[config.mk]
export PLATFORM = sky130hd
export DESIGN_NAME = display_scan_controller_flat
export DESIGN_NICKNAME = d
export VERILOG_FILES = /design/src/rtl/display_scan_controller_if.sv /design/src/rtl/display_scan_controller.sv /design/src/flat_wrapper.sv
export SDC_FILE = /design/constraint.sdc
export NUM_CORES = 1
export LEC_CHECK = 0
export ABC_CLOCK_PERIOD_IN_PS = 2780
export BUFFER_PORTS_ARGS = -buffer_cell sky130_fd_sc_hd__clkbuf_2
export CELL_PAD_IN_SITES_DETAIL_PLACEMENT = 0
export CELL_PAD_IN_SITES_GLOBAL_PLACEMENT = 1
export CORE_ASPECT_RATIO = 0.75
export CORE_MARGIN = 8
export CORE_UTILIZATION = 38
export CTS_BUF_LIST = sky130_fd_sc_hd__clkbuf_16
export CTS_CLUSTER_DIAMETER = 30
export DETAILED_ROUTE_END_ITERATION = 10
export PLACE_DENSITY_LB_ADDON = 0.1
export SETUP_SLACK_MARGIN = 0.05
export SLEW_MARGIN = 0
export SYNTH_ARGS = -nofsm -noshare
export SYNTH_HDL_FRONTEND = slang
export SYNTH_SLANG_ARGS = --single-unit
[constraint.sdc]
create_clock -name clk -period 2.78 [get_ports clk]
set_input_delay 0.417 -clock clk [delete_from_list [all_inputs] [get_ports clk]]
set_output_delay 0.417 -clock clk [all_outputs]
set_load 0.03 [all_outputs]
[src/rtl/display_scan_controller_if.sv]
// Handshake and display bus of the four-digit multiplexed seven-segment scan controller.
interface display_scan_controller_if;
  logic [15:0] data_in;
  logic        load;
  logic        ready;
  logic        lzb;
  logic        disp_en;
  logic [3:0]  an;
  logic [6:0]  sseg;
  logic        frame_done;
  logic        overrun;

  modport master (
    output data_in, load, lzb, disp_en,
    input  ready, an, sseg, frame_done, overrun
  );

  modport slave (
    input  data_in, load, lzb, disp_en,
    output ready, an, sseg, frame_done, overrun
  );
endinterface

[src/rtl/display_scan_controller.sv]
// Four-digit multiplexed seven-segment scanner with a shadow register that is
// swapped into the displayed register only at frame boundaries (tear-free).
module display_scan_controller #(
  parameter int DIGIT_CYCLES = 4,
  parameter int BLANK_CYCLES = 1
) (
  input  logic                       clk,
  input  logic                       reset,
  display_scan_controller_if.slave   bus
);

  localparam int CNT_MAX = (DIGIT_CYCLES > BLANK_CYCLES) ? DIGIT_CYCLES : BLANK_CYCLES;
  localparam int CW      = (CNT_MAX > 1) ? $clog2(CNT_MAX) : 1;

  typedef enum logic {SHOW, BLANK} state_t;

  state_t        state, nxt_state;
  logic [1:0]    idx, nxt_idx;
  logic [CW-1:0] cnt, nxt_cnt;
  logic [15:0]   displayed, shadow, nxt_disp;
  logic          pending, nxt_pending;
  logic          slot_end, boundary, accept, visible, lz_blank;
  logic [3:0]    nibble;
  logic [3:0]    nxt_an;
  logic [6:0]    nxt_sseg;

  function automatic logic [6:0] hex_code(input logic [3:0] v);
    case (v)
      4'h0: hex_code = 7'h40;
      4'h1: hex_code = 7'h79;
      4'h2: hex_code = 7'h24;
      4'h3: hex_code = 7'h30;
      4'h4: hex_code = 7'h19;
      4'h5: hex_code = 7'h12;
      4'h6: hex_code = 7'h02;
      4'h7: hex_code = 7'h78;
      4'h8: hex_code = 7'h00;
      4'h9: hex_code = 7'h10;
      4'hA: hex_code = 7'h08;
      4'hB: hex_code = 7'h03;
      4'hC: hex_code = 7'h46;
      4'hD: hex_code = 7'h21;
      4'hE: hex_code = 7'h06;
      default: hex_code = 7'h0E;
    endcase
  endfunction

  // Outputs are registered from the next-state values so they line up with the state they describe.
  always_comb begin
    slot_end    = (state == SHOW) ? (cnt == CW'(DIGIT_CYCLES - 1))
                                  : (cnt == CW'(BLANK_CYCLES - 1));
    boundary    = (state == BLANK) && (idx == 2'd3) && slot_end;
    accept      = bus.load && bus.ready;
    nxt_state   = state;
    nxt_idx     = idx;
    nxt_cnt     = cnt + CW'(1);
    if (slot_end) begin
      nxt_cnt = '0;
      if (state == SHOW) begin
        nxt_state = BLANK;
      end else begin
        nxt_state = SHOW;
        nxt_idx   = idx + 2'd1;
      end
    end
    nxt_disp    = (boundary && pending) ? shadow : displayed;
    nxt_pending = accept ? 1'b1 : (boundary ? 1'b0 : pending);

    nibble = nxt_disp[{nxt_idx, 2'b00} +: 4];
    case (nxt_idx)
      2'd1:    lz_blank = (nxt_disp[15:4] == 12'h000);
      2'd2:    lz_blank = (nxt_disp[15:8] == 8'h00);
      2'd3:    lz_blank = (nxt_disp[15:12] == 4'h0);
      default: lz_blank = 1'b0;
    endcase
    visible  = (nxt_state == SHOW) && bus.disp_en && !(bus.lzb && lz_blank);
    nxt_an   = visible ? ~(4'b0001 << nxt_idx) : 4'hF;
    nxt_sseg = visible ? hex_code(nibble) : 7'h7F;
  end

  always_ff @(posedge clk) begin
    if (reset) begin
      state          <= BLANK;
      idx            <= 2'd3;
      cnt            <= '0;
      displayed      <= 16'h0000;
      shadow         <= 16'h0000;
      pending        <= 1'b0;
      bus.overrun    <= 1'b0;
      bus.ready      <= 1'b1;
      bus.frame_done <= 1'b0;
      bus.an         <= 4'hF;
      bus.sseg       <= 7'h7F;
    end else begin
      state          <= nxt_state;
      idx            <= nxt_idx;
      cnt            <= nxt_cnt;
      displayed      <= nxt_disp;
      pending        <= nxt_pending;
      if (accept) shadow <= bus.data_in;
      if (bus.load && !bus.ready) bus.overrun <= 1'b1;
      bus.ready      <= !nxt_pending;
      bus.frame_done <= boundary;
      bus.an         <= nxt_an;
      bus.sseg       <= nxt_sseg;
    end
  end

endmodule
[src/flat_wrapper.sv]
// flat-port wrapper written by rule: the top's interface ports become plain ports
module display_scan_controller_flat 
#(
  parameter int DIGIT_CYCLES = 4,
  parameter int BLANK_CYCLES = 1
)
  (clk, reset, bus_data_in, bus_load, bus_lzb, bus_disp_en, bus_ready, bus_an, bus_sseg, bus_frame_done, bus_overrun);
  display_scan_controller_if bus_i ();
  input  logic clk;
  input  logic reset;
  input wire logic [$bits(bus_i.data_in)-1:0] bus_data_in;
  input wire logic [$bits(bus_i.load)-1:0] bus_load;
  input wire logic [$bits(bus_i.lzb)-1:0] bus_lzb;
  input wire logic [$bits(bus_i.disp_en)-1:0] bus_disp_en;
  output wire logic [$bits(bus_i.ready)-1:0] bus_ready;
  output wire logic [$bits(bus_i.an)-1:0] bus_an;
  output wire logic [$bits(bus_i.sseg)-1:0] bus_sseg;
  output wire logic [$bits(bus_i.frame_done)-1:0] bus_frame_done;
  output wire logic [$bits(bus_i.overrun)-1:0] bus_overrun;
  assign bus_i.data_in = bus_data_in;
  assign bus_i.load = bus_load;
  assign bus_i.lzb = bus_lzb;
  assign bus_i.disp_en = bus_disp_en;
  assign bus_ready = bus_i.ready;
  assign bus_an = bus_i.an;
  assign bus_sseg = bus_i.sseg;
  assign bus_frame_done = bus_i.frame_done;
  assign bus_overrun = bus_i.overrun;
  display_scan_controller #(.DIGIT_CYCLES(DIGIT_CYCLES), .BLANK_CYCLES(BLANK_CYCLES)) u_core (.clk(clk), .reset(reset), .bus(bus_i));
endmodule
==> results of run 1 <==
## per-layer routing
layer	vias to the layer above	GRT usage
met2	35	0.172
met1	824	0.167
met4	0	0.0420
met3	5	0.0340
li1	947	-
met5	-	0
## synthesized netlist by cell type (all sizes together) (2+ instances only)
cell,instances
nor2,23
o21ai,3
inv,9
nand3b,3
a21oi,25
dfxtp,52
or3,2
o221ai,3
mux4,2
clkbuf,9
buf,3
nand4,2
nand3,4
nand2b,4
o211ai,2
xnor2,2
nand2,47
mux2i,28
ha,9
mux2,5
and2,2
## cell families (layout without fill, tap and decap cells)
group / after synthesis / in the layout / synth area share
simple gates: 93 / 93 / 0.181
flops: 52 / 52 / 0.450
compound gates: 40 / 40 / 0.105
mux: 35 / 35 / 0.170
buf+inv: 21 / 64 / 0.0384
fa+ha+maj: 9 / 9 / 0.0486
xor+xnor: 2 / 2 / 0.00757
## worst max-delay path, stage by stage (launching register included)
cell and delay [ps]:
sky130_fd_sc_hd__dfxtp_2 330, sky130_fd_sc_hd__inv_1 60, sky130_fd_sc_hd__ha_2 220, sky130_fd_sc_hd__nand4_2 170, sky130_fd_sc_hd__buf_12 210, sky130_fd_sc_hd__mux2i_1 200, sky130_fd_sc_hd__a31oi_1 210, sky130_fd_sc_hd__nor3_1 100
sky130_fd_sc_hd__a21oi_1 610, sky130_fd_sc_hd__o221ai_1 260
## path summary, 6_finish.rpt
kind                            slack (ps)      startpoint                 end  cells past startpoint
worst max-delay path                   220   u_core.cnt[0]  u_core.bus.sseg[1]                      9
worst min-delay path                   340  bus_data_in[7]    u_core.shadow[7]                      3
worst max register to register         220   u_core.cnt[0]  u_core.bus.sseg[1]                      9
worst min register to register         430   u_core.cnt[0]       u_core.cnt[0]                      1
## state kept, by name, indices dropped and copies added (netlist names)
name / count
u_core.displayed: 16
u_core.shadow: 16
u_core.bus.sseg: 7
u_core.bus.an: 4
u_core.cnt: 2
u_core.idx: 2
u_core.bus.frame_done: 1
u_core.bus.overrun: 1
u_core.bus.ready: 1
u_core.pending: 1
u_core.state: 1
## cell type report
cell class	count	area (µm²)
Sequential cell	52	1040
Tap cell	78	97.6
Inverter	9	33.8
Multi-Input combinational cell	179	1210
Timing Repair Buffer	47	284
Fill cell	591	3040
Clock inverter	3	18.8
Clock buffer	5	125
## power breakdown
| part | switching, µW | internal, µW | total (µW) | leakage, µW |
|---|---|---|---|---|
| sequential | 44.7 | 835 | 880 | 0.000425 |
| combinational | 681 | 510 | 1190 | 0.000788 |
| clock | 260 | 330 | 590 | 0.0000635 |
| total | 985 | 1670 | 2660 | 0.00128 |
## stage by stage
stage | power [µW] | cells | area (µm²) | utilization | setup WS, ps
4_1_cts | 2650 | 373 | 2790 | 0.476 | 53.5
2_1_floorplan | 1710 | 252 | 2320 | - | 46.3
3_5_place_dp | 2050 | 365 | 2640 | 0.451 | 110
5_1_grt | 2860 | 373 | 2810 | 0.480 | 37.9
3_3_place_gp | 2060 | 365 | 2640 | 0.451 | 138
6_report | 2660 | 373 | 2810 | 0.480 | 225
## what timing repair did
item,4_1_cts,5_1_grt
resized for setup,0,9
setup endpoints to repair,0,7
hold buffers,0,0
==> metrics, run 1 <==
status=complete, no violations; count of different cell masters after synthesis=40; crit path capture type=flip-flop; gr ovfl total=0; Worst Setup Path Type=reg2reg; # port buffers=34; top layer used by detailed routing=met4; post-detailed-route via-to-cell ratio=4.86; ant diodes=0; routed metal-1 wire length=2720 µm; category of the worst setup path launch point=flip-flop; transition at the pin with the smallest max-transition slack=739 ps; cell types occupying the most area after synthesis=sky130_fd_sc_hd__dfxtp_1 45%, sky130_fd_sc_hd__mux2i_1 12%, sky130_fd_sc_hd__nand2_1 7.6%; sum of routed wire length over all layers=5060 µm; total CTS buffers=5; clock sink count=52; share of synthesized registers carrying an async set or reset=0; per-instance average area after synthesis=9.19 µm²; max-slew violation count=0; aggregate negative setup slack=0 ps; total met3 wirelength after detailed routing=258 µm; chip height=83.6 µm; CTS tree=yes; number of violations of the max-capacitance limit=0; # H-tree levels=2; via count of the first global-routing pass=1834; post-synthesis instance area=0.00231 mm²; core region area=0.00586 mm²; commonest cells after routing, fill and taps aside=51 x sky130_fd_sc_hd__dfxtp_1, 46 x sky130_fd_sc_hd__nand2_1, 34 x sky130_fd_sc_hd__clkbuf_2, 26 x sky130_fd_sc_hd__mux2i_1; static power due to leakage=0.00128 µW; DR WL/cell=13.6 µm; Pwr per Cell Area=946 mW/mm²; classification of the worst-slack hold path=in2reg; antenna violations before repair=0; global-route wire length before repair=8780 µm; top-area cell type share of the netlist area=0.450; critical path data required time=2890 ps; proportion of synthesized chip area in sequential cells=0.450; detailed-placement wirelength estimate=3800 µm; Net count, final=324; primary flip-flop cell chosen by synthesis mapping=sky130_fd_sc_hd__dfxtp_1; cell taking the most area after synthesis=sky130_fd_sc_hd__dfxtp_1; largest net degree at the start of global routing=41; post-route antenna net violation count=0; Yosys Warn Count=0; final worst path period share=0.919; placement row count=24; Residual DRC=0; clock transition at the register clock pins on the worst setup and hold paths after CTS=70 ps; Mapped Cells=252; routed vias=1811; final setup skew=4.60 ps; number of buffers between clock root and the deepest sink=2; overall routing resource usage=0.120; effective utilization at floorplan=0.395; x dimension of the die=106 µm; RSZ-0062 raised after global routing=false; fraction of final layout cells sized beyond drive strength 1=0.244; Fmax=391 MHz; Hold Violations, Final=0; detailed-routing iteration count for the pre-antenna-repair pass=4; num ports=35; worst-case hold slack=343 ps; worst vdd rail ir drop=0.308 mV; data arrival time of the critical path=2670 ps; floorplan die area=0.00887 mm²; max_slew headroom=0.507; global placer's final weighted congestion=0.784; number of synthesized flops with an enable pin=0; number of buffers inserted to repair setup after CTS=0; Root Driver=sky130_fd_sc_hd__clkbuf_16; net count after synthesis=282; Final Setup Violations=0; maximum fanout encountered on the critical timing path=21; synthesized flop and latch total=52; count of routing violations after the opening detailed-route iteration=63; post-route minimum period=2560 ps; most frequent standard cell in the layout excluding fill and tap cells=sky130_fd_sc_hd__dfxtp_1; clock latency on the worst-skew pair=280 ps; Area Overhead vs Synth=21.5%; amount of wire on met2 after detailed routing=2040 µm
(Power assumes the default switching activity.)
==> run 2, diff against run 1 <==
Settings changed: CORE_MARGIN 8 to 1.
==> run 2 against run 1 <==
Net effect:
- die area fell by 28%
- fmax down 1.1%
- clock skew grew 0.76 ps
- via count grew 1.4%
- count of clock-buffer cells in the layout is the same
- highest routed layer unchanged
==> metrics, run 2 (same netlist as run 1, synthesis figures left out) <==
status=complete, no violations; sum of routed wire length over all layers=4810 µm (-4.9%); placement row count=24 (unchanged); floorplan die area=0.00641 mm² (-28%); static power due to leakage=0.00131 µW (+2.5%); # port buffers=34 (unchanged); largest registers=u_core.displayed: 16 flops, u_core.shadow: 16 flops, u_core.bus.sseg: 7 flops; detailed-routing iteration count for the pre-antenna-repair pass=4 (unchanged); fraction of final layout cells sized beyond drive strength 1=0.267 (+0.0233); global placer's final weighted congestion=0.775 (-1.2%); DR WL/cell=12.6 µm (-6.9%); aggregate negative setup slack=0 ps (unchanged); Worst Setup Path Type=reg2reg; Root Driver=sky130_fd_sc_hd__clkbuf_16; worst vdd rail ir drop=0.407 mV (+32%); crit-path cells=inv_1 -> ha_2 -> nand2_2 -> mux2i_4 -> buf_6 -> mux2i_1 -> nor2_1 -> a21oi_2 -> inv_2 -> ha_1 -> inv_1 -> mux2i_1 -> mux2_2 -> nand2_1; number of cell instances on the worst register-to-register path=14 (+5); post-detailed-route via-to-cell ratio=4.82 (-0.75%); clock latency on the worst-skew pair=280 ps (about the same); gr ovfl total=0 (unchanged); most frequent standard cell in the layout excluding fill and tap cells=sky130_fd_sc_hd__dfxtp_1; max-slew violation count=0 (unchanged); number of violations of the max-capacitance limit=0 (unchanged); x dimension of the die=92.1 µm (-13%); Hold Violations, Final=0 (unchanged); Area Overhead vs Synth=24.1%; max_slew headroom=0.602 (+0.0947); Final Setup Violations=0 (unchanged); # H-tree levels=2 (unchanged); post-route antenna net violation count=0 (unchanged); CTS tree=yes; final-layout fill cell count=581 (-1.7%); count of routing violations after the opening detailed-route iteration=56 (-11%); Residual DRC=0 (unchanged); antenna violations before repair=0 (unchanged); total CTS buffers=5 (unchanged); overall routing resource usage=0.159 (+0.0385); global-route wire length before repair=8040 µm (-8.5%); post-route minimum period=2580 ps (+29.0 ps); commonest cells after routing, fill and taps aside=52 x sky130_fd_sc_hd__dfxtp_1, 46 x sky130_fd_sc_hd__nand2_1, 34 x sky130_fd_sc_hd__clkbuf_2, 25 x sky130_fd_sc_hd__mux2i_1, 23 x sky130_fd_sc_hd__nor2_1; detailed-placement wirelength estimate=3530 µm (-7.0%); slowest cell on the critical path=sky130_fd_sc_hd__dfxtp_1; transition at the pin with the smallest max-transition slack=596 ps (-144 ps); clock sink count=52 (unchanged); Max stage delay on crit path=360 ps (-250 ps); largest net degree at the start of global routing=41 (unchanged); maximum fanout encountered on the critical timing path=5 (-76%); clock transition at the register clock pins on the worst setup and hold paths after CTS=70 ps (about the same); final setup skew=5.36 ps (+0.760 ps); routed vias=1836 (+1.4%); RSZ-0062 raised after global routing=false; crit path capture type=flip-flop; effective utilization at floorplan=0.395 (unchanged); core region area=0.00586 mm² (unchanged); Fmax=387 MHz (-1.1%); category of the worst setup path launch point=flip-flop; data arrival time of the critical path=2810 ps (+140 ps); count of placed standard cells including taps=369 (+1.1%); number of buffers between clock root and the deepest sink=2 (unchanged); Pwr per Cell Area=963 mW/mm² (+1.8%); classification of the worst-slack hold path=in2reg; via count of the first global-routing pass=1641 (-11%); final worst path period share=0.930 (+0.0104); Net count, final=332 (+2.5%); critical path data required time=3010 ps (+120 ps); cell depth of the worst min-delay path=3 (unchanged); Non-Filler Instances=381 (+2.1%); num ports=35 (unchanged); ant diodes=0 (unchanged); chip height=69.6 µm (-17%)
[run 2: final timing paths]
kind	end	slack, ps	from
hold / removal	u_core.shadow[12]	350	bus_data_in[12]
setup reg to reg	u_core.bus.sseg[3]	200	u_core.cnt[0]
hold reg to reg	u_core.shadow[3]	460	u_core.shadow[3]
setup / recovery	u_core.bus.sseg[3]	200	u_core.cnt[0]
[run 2: what timing repair did]
item | in CTS | in global routing
hold buffers | 0 | 0
setup buffers | 2 | 2
resized for setup | 0 | 9
setup endpoints to repair | 2 | 7
cloned | 0 | 0
pin swaps | 0 | 0
[run 2: final cells by class]
cell class | instances | area (µm²) | share of cell area
Tap cell | 78 | 97.6 | 0.0340
Multi-Input combinational cell | 179 | 1210 | 0.420
Clock buffer | 5 | 125 | 0.0436
Sequential cell | 52 | 1040 | 0.363
Timing Repair Buffer | 55 | 348 | 0.121
Inverter | 9 | 33.8 | 0.0118
Clock inverter | 3 | 20.0 | 0.00697
[run 2: power by group]
| group | switching [µW] | internal (µW) |
|---|---|---|
| clock | 262 | 332 |
| sequential | 46.3 | 834 |
| combinational | 696 | 596 |
[run 2: layer usage]
metal,global-route usage,share of wire,up-vias
met5,0,0,-
met4,0.0365,0.0052,0
met2,0.214,0.40,35
li1,-,-,972
met3,0.0362,0.034,2
met1,0.252,0.57,827
[run 2: per-stage QoR]
stage	total power (µW)	cell area [µm²]	hold slack, ps	util	setup slack, ps
final	2770	2870	347	0.490	196
after global routing	2950	2870	362	0.490	64.0
after CTS	2710	2830	340	0.484	59.2
after detailed placement	2070	2670	451	0.456	49.8
after global placement	2080	2670	440	0.456	117
after floorplan	1710	2320	432	-	46.3
[run 2: critical path, delay by kind of cell (launching register included)]
kind / cells / cell delay [ps]
multiplexers: 4 / 870
adder cells (fa/ha/maj): 2 / 490
buffers and inverters: 4 / 370
flip-flops: 1 / 360
AND/OR/NAND/NOR: 3 / 250
AO/OA/AOI/OAI: 1 / 190
==> run 3, diff against run 2 <==
Settings changed: BUFFER_PORTS_ARGS -buffer_cell sky130_fd_sc_hd__clkbuf_2 to unset, CORE_UTILIZATION 38 to 42, DONT_BUFFER_PORTS set to 1.
==> run 3 against run 2 <==
Net effect:
- global-route usage increased by 1.9 points
- routed wire length is 2.3% lower
- highest routed layer unchanged
- critical path type unchanged
- combinational power decreased by 14%
==> metrics, run 3 (same netlist as run 1, synthesis figures left out) <==
status=complete, no violations; R2R Path Start=u_core.cnt[0]; final-layout fill cell count=533 (-8.3%); classification of the worst-slack hold path=in2reg; Hold Violations, Final=0 (unchanged); clock sink count=52 (unchanged); Residual DRC=0 (unchanged); largest registers=u_core.displayed: 16 flops, u_core.shadow: 16 flops, u_core.bus.sseg: 7 flops; max-slew violation count=0 (unchanged); post-cts hold buffer count=0 (unchanged); overall routing resource usage=0.178 (+0.0190); static power due to leakage=0.00116 µW (-11%); largest net degree at the start of global routing=42 (+2.4%); Fmax=387 MHz (about the same); transition at the pin with the smallest max-transition slack=566 ps (-29.8 ps); antenna violations before repair=0 (unchanged); fraction of final layout cells sized beyond drive strength 1=0.154 (-0.113); most frequent standard cell in the layout excluding fill and tap cells=sky130_fd_sc_hd__dfxtp_1; gr ovfl total=0 (unchanged); routed metal-1 wire length=2630 µm (-3.1%); final setup skew=7.57 ps (+2.21 ps); area occupied by registers=0.00104 mm² (unchanged); chip height=66.3 µm (-4.7%); post-detailed-route via-to-cell ratio=4.98 (+3.3%); count of placed standard cells including taps=330 (-11%); detailed-placement wirelength estimate=3380 µm (-4.5%); ant diodes=0 (unchanged); Area Overhead vs Synth=15.8%; post-route minimum period=2580 ps (-0.0700 ps); post-route antenna net violation count=0 (unchanged); footprint of the multi-input gates=0.00122 mm² (+1.0%); maximum fanout encountered on the critical timing path=5 (unchanged); crit path capture type=flip-flop; num ports=35 (unchanged); global placer's final weighted congestion=0.782 (+0.89%); sum of routed wire length over all layers=4700 µm (-2.3%); aggregate negative setup slack=0 ps (unchanged); via count of the first global-routing pass=1585 (-3.4%); number of cell instances on the worst register-to-register path=13 (-1); floorplan die area=0.00581 mm² (-9.3%); x dimension of the die=87.7 µm (-4.8%); final worst path period share=0.930 (about the same); amount of wire on met2 after detailed routing=1850 µm (-2.5%); detailed-routing iteration count for the pre-antenna-repair pass=4 (unchanged); core region area=0.00532 mm² (-9.1%); total met3 wirelength after detailed routing=160 µm (-3.6%); clock latency on the worst-skew pair=290 ps (about the same); cell depth of the worst min-delay path=1 (-2); total CTS buffers=5 (unchanged); worst flop-to-flop path endpoint=u_core.bus.sseg[5]; Non-Filler Instances=341 (-10%); # port buffers=0 (-100%); count of routing violations after the opening detailed-route iteration=49 (-13%); top layer used by detailed routing=met4; Final Setup Violations=0 (unchanged); slack of the worst reg-to-reg path=200 ps (about the same); DR WL/cell=13.8 µm (+9.1%); clock transition at the register clock pins on the worst setup and hold paths after CTS=70 ps (about the same); worst vdd rail ir drop=0.469 mV (+15%); effective utilization at floorplan=0.435 (+0.0395); Pwr per Cell Area=1000 mW/mm² (+4.0%); Worst Setup Path Type=reg2reg; hold endpoint=u_core.shadow[15]; # H-tree levels=2 (unchanged); placement row count=23 (-4.2%); Root Driver=sky130_fd_sc_hd__clkbuf_16; critical path data required time=2920 ps (-90 ps); routed vias=1698 (-7.5%); max_slew headroom=0.622 (+0.0199); global-route wire length before repair=7780 µm (-3.3%); commonest cells after routing, fill and taps aside=52 x sky130_fd_sc_hd__dfxtp_1, 46 x sky130_fd_sc_hd__nand2_1, 26 x sky130_fd_sc_hd__mux2i_1, 23 x sky130_fd_sc_hd__nor2_1, 22 x sky130_fd_sc_hd__a21oi_1; category of the worst setup path launch point=flip-flop; CTS tree=yes; number of buffers between clock root and the deepest sink=2 (unchanged); number of violations of the max-capacitance limit=0 (unchanged); hold path startpoint=reset; data arrival time of the critical path=2720 ps (-90 ps); Net count, final=295 (-11%); RSZ-0062 raised after global routing=true
## run 3: changes by cell type in the layout (fill, tap and decap cells not counted), sizes merged
cell	change
buf	-3
clkbuf	-34
## run 3: how the worst max path moves through the flow
stage             startpoint            endpoint  slack (ps)
2_1_floorplan  u_core.cnt[0]  u_core.bus.sseg[3]          50
3_3_place_gp   u_core.cnt[0]  u_core.bus.sseg[3]          40
3_5_place_dp   u_core.cnt[0]  u_core.bus.sseg[3]          10
4_1_cts        u_core.cnt[0]  u_core.bus.sseg[3]          70
5_1_grt        u_core.cnt[0]  u_core.bus.sseg[5]          40
6_report       u_core.cnt[0]  u_core.bus.sseg[5]         200
## run 3: per-stage QoR
stage          area, µm²  setup WS, ps  hold WS, ps  utilization  power (µW)
3_5_place_dp        2480          10.1          447        0.466        2010
5_1_grt             2680          37.1          177        0.503        2860
4_1_cts             2640          68.8          183        0.496        2660
6_report            2680           196          189        0.503        2680
2_1_floorplan       2320          46.3          432            -        1710
3_3_place_gp        2480          37.7          440        0.466        2010
## run 3: critical path, stage by stage (launching register included)
cell and delay [ps]:
sky130_fd_sc_hd__dfxtp_1 350, sky130_fd_sc_hd__inv_1 50, sky130_fd_sc_hd__ha_2 210, sky130_fd_sc_hd__nand2_2 110, sky130_fd_sc_hd__mux2i_4 300, sky130_fd_sc_hd__buf_4 170, sky130_fd_sc_hd__mux2i_1 70, sky130_fd_sc_hd__mux2_2 280
sky130_fd_sc_hd__a21oi_2 130, sky130_fd_sc_hd__inv_1 90, sky130_fd_sc_hd__ha_1 250, sky130_fd_sc_hd__mux2_2 280, sky130_fd_sc_hd__nand2_1 60, sky130_fd_sc_hd__o211ai_1 80
## run 3: routing by layer
metal / vias up / GRT usage
li1: 891 / -
met1: 774 / 0.264
met2: 27 / 0.246
met3: 6 / 0.0449
met4: 0 / 0.0553
met5: - / 0
## run 3: cell type report
type / instances / area share
clock buffers: 5 / 0.0467
clock inverters: 3 / 0.00747
inverters: 9 / 0.0126
multi-input cells: 179 / 0.455
flip-flops and latches: 52 / 0.388
well taps: 75 / 0.0350
repair buffers: 18 / 0.0551
## run 3: timing repair
item | in CTS | in global routing
setup endpoints to repair | 2 | 7
setup buffers | 2 | 1
resized for setup | 0 | 6
## run 3: report_power, final
part | internal [µW] | leakage [µW] | switching [µW]
Clock | 332 | 0.0000712 | 269
Combinational | 521 | 0.000668 | 594
Sequential | 835 | 0.000425 | 133
Total | 1690 | 0.00116 | 996
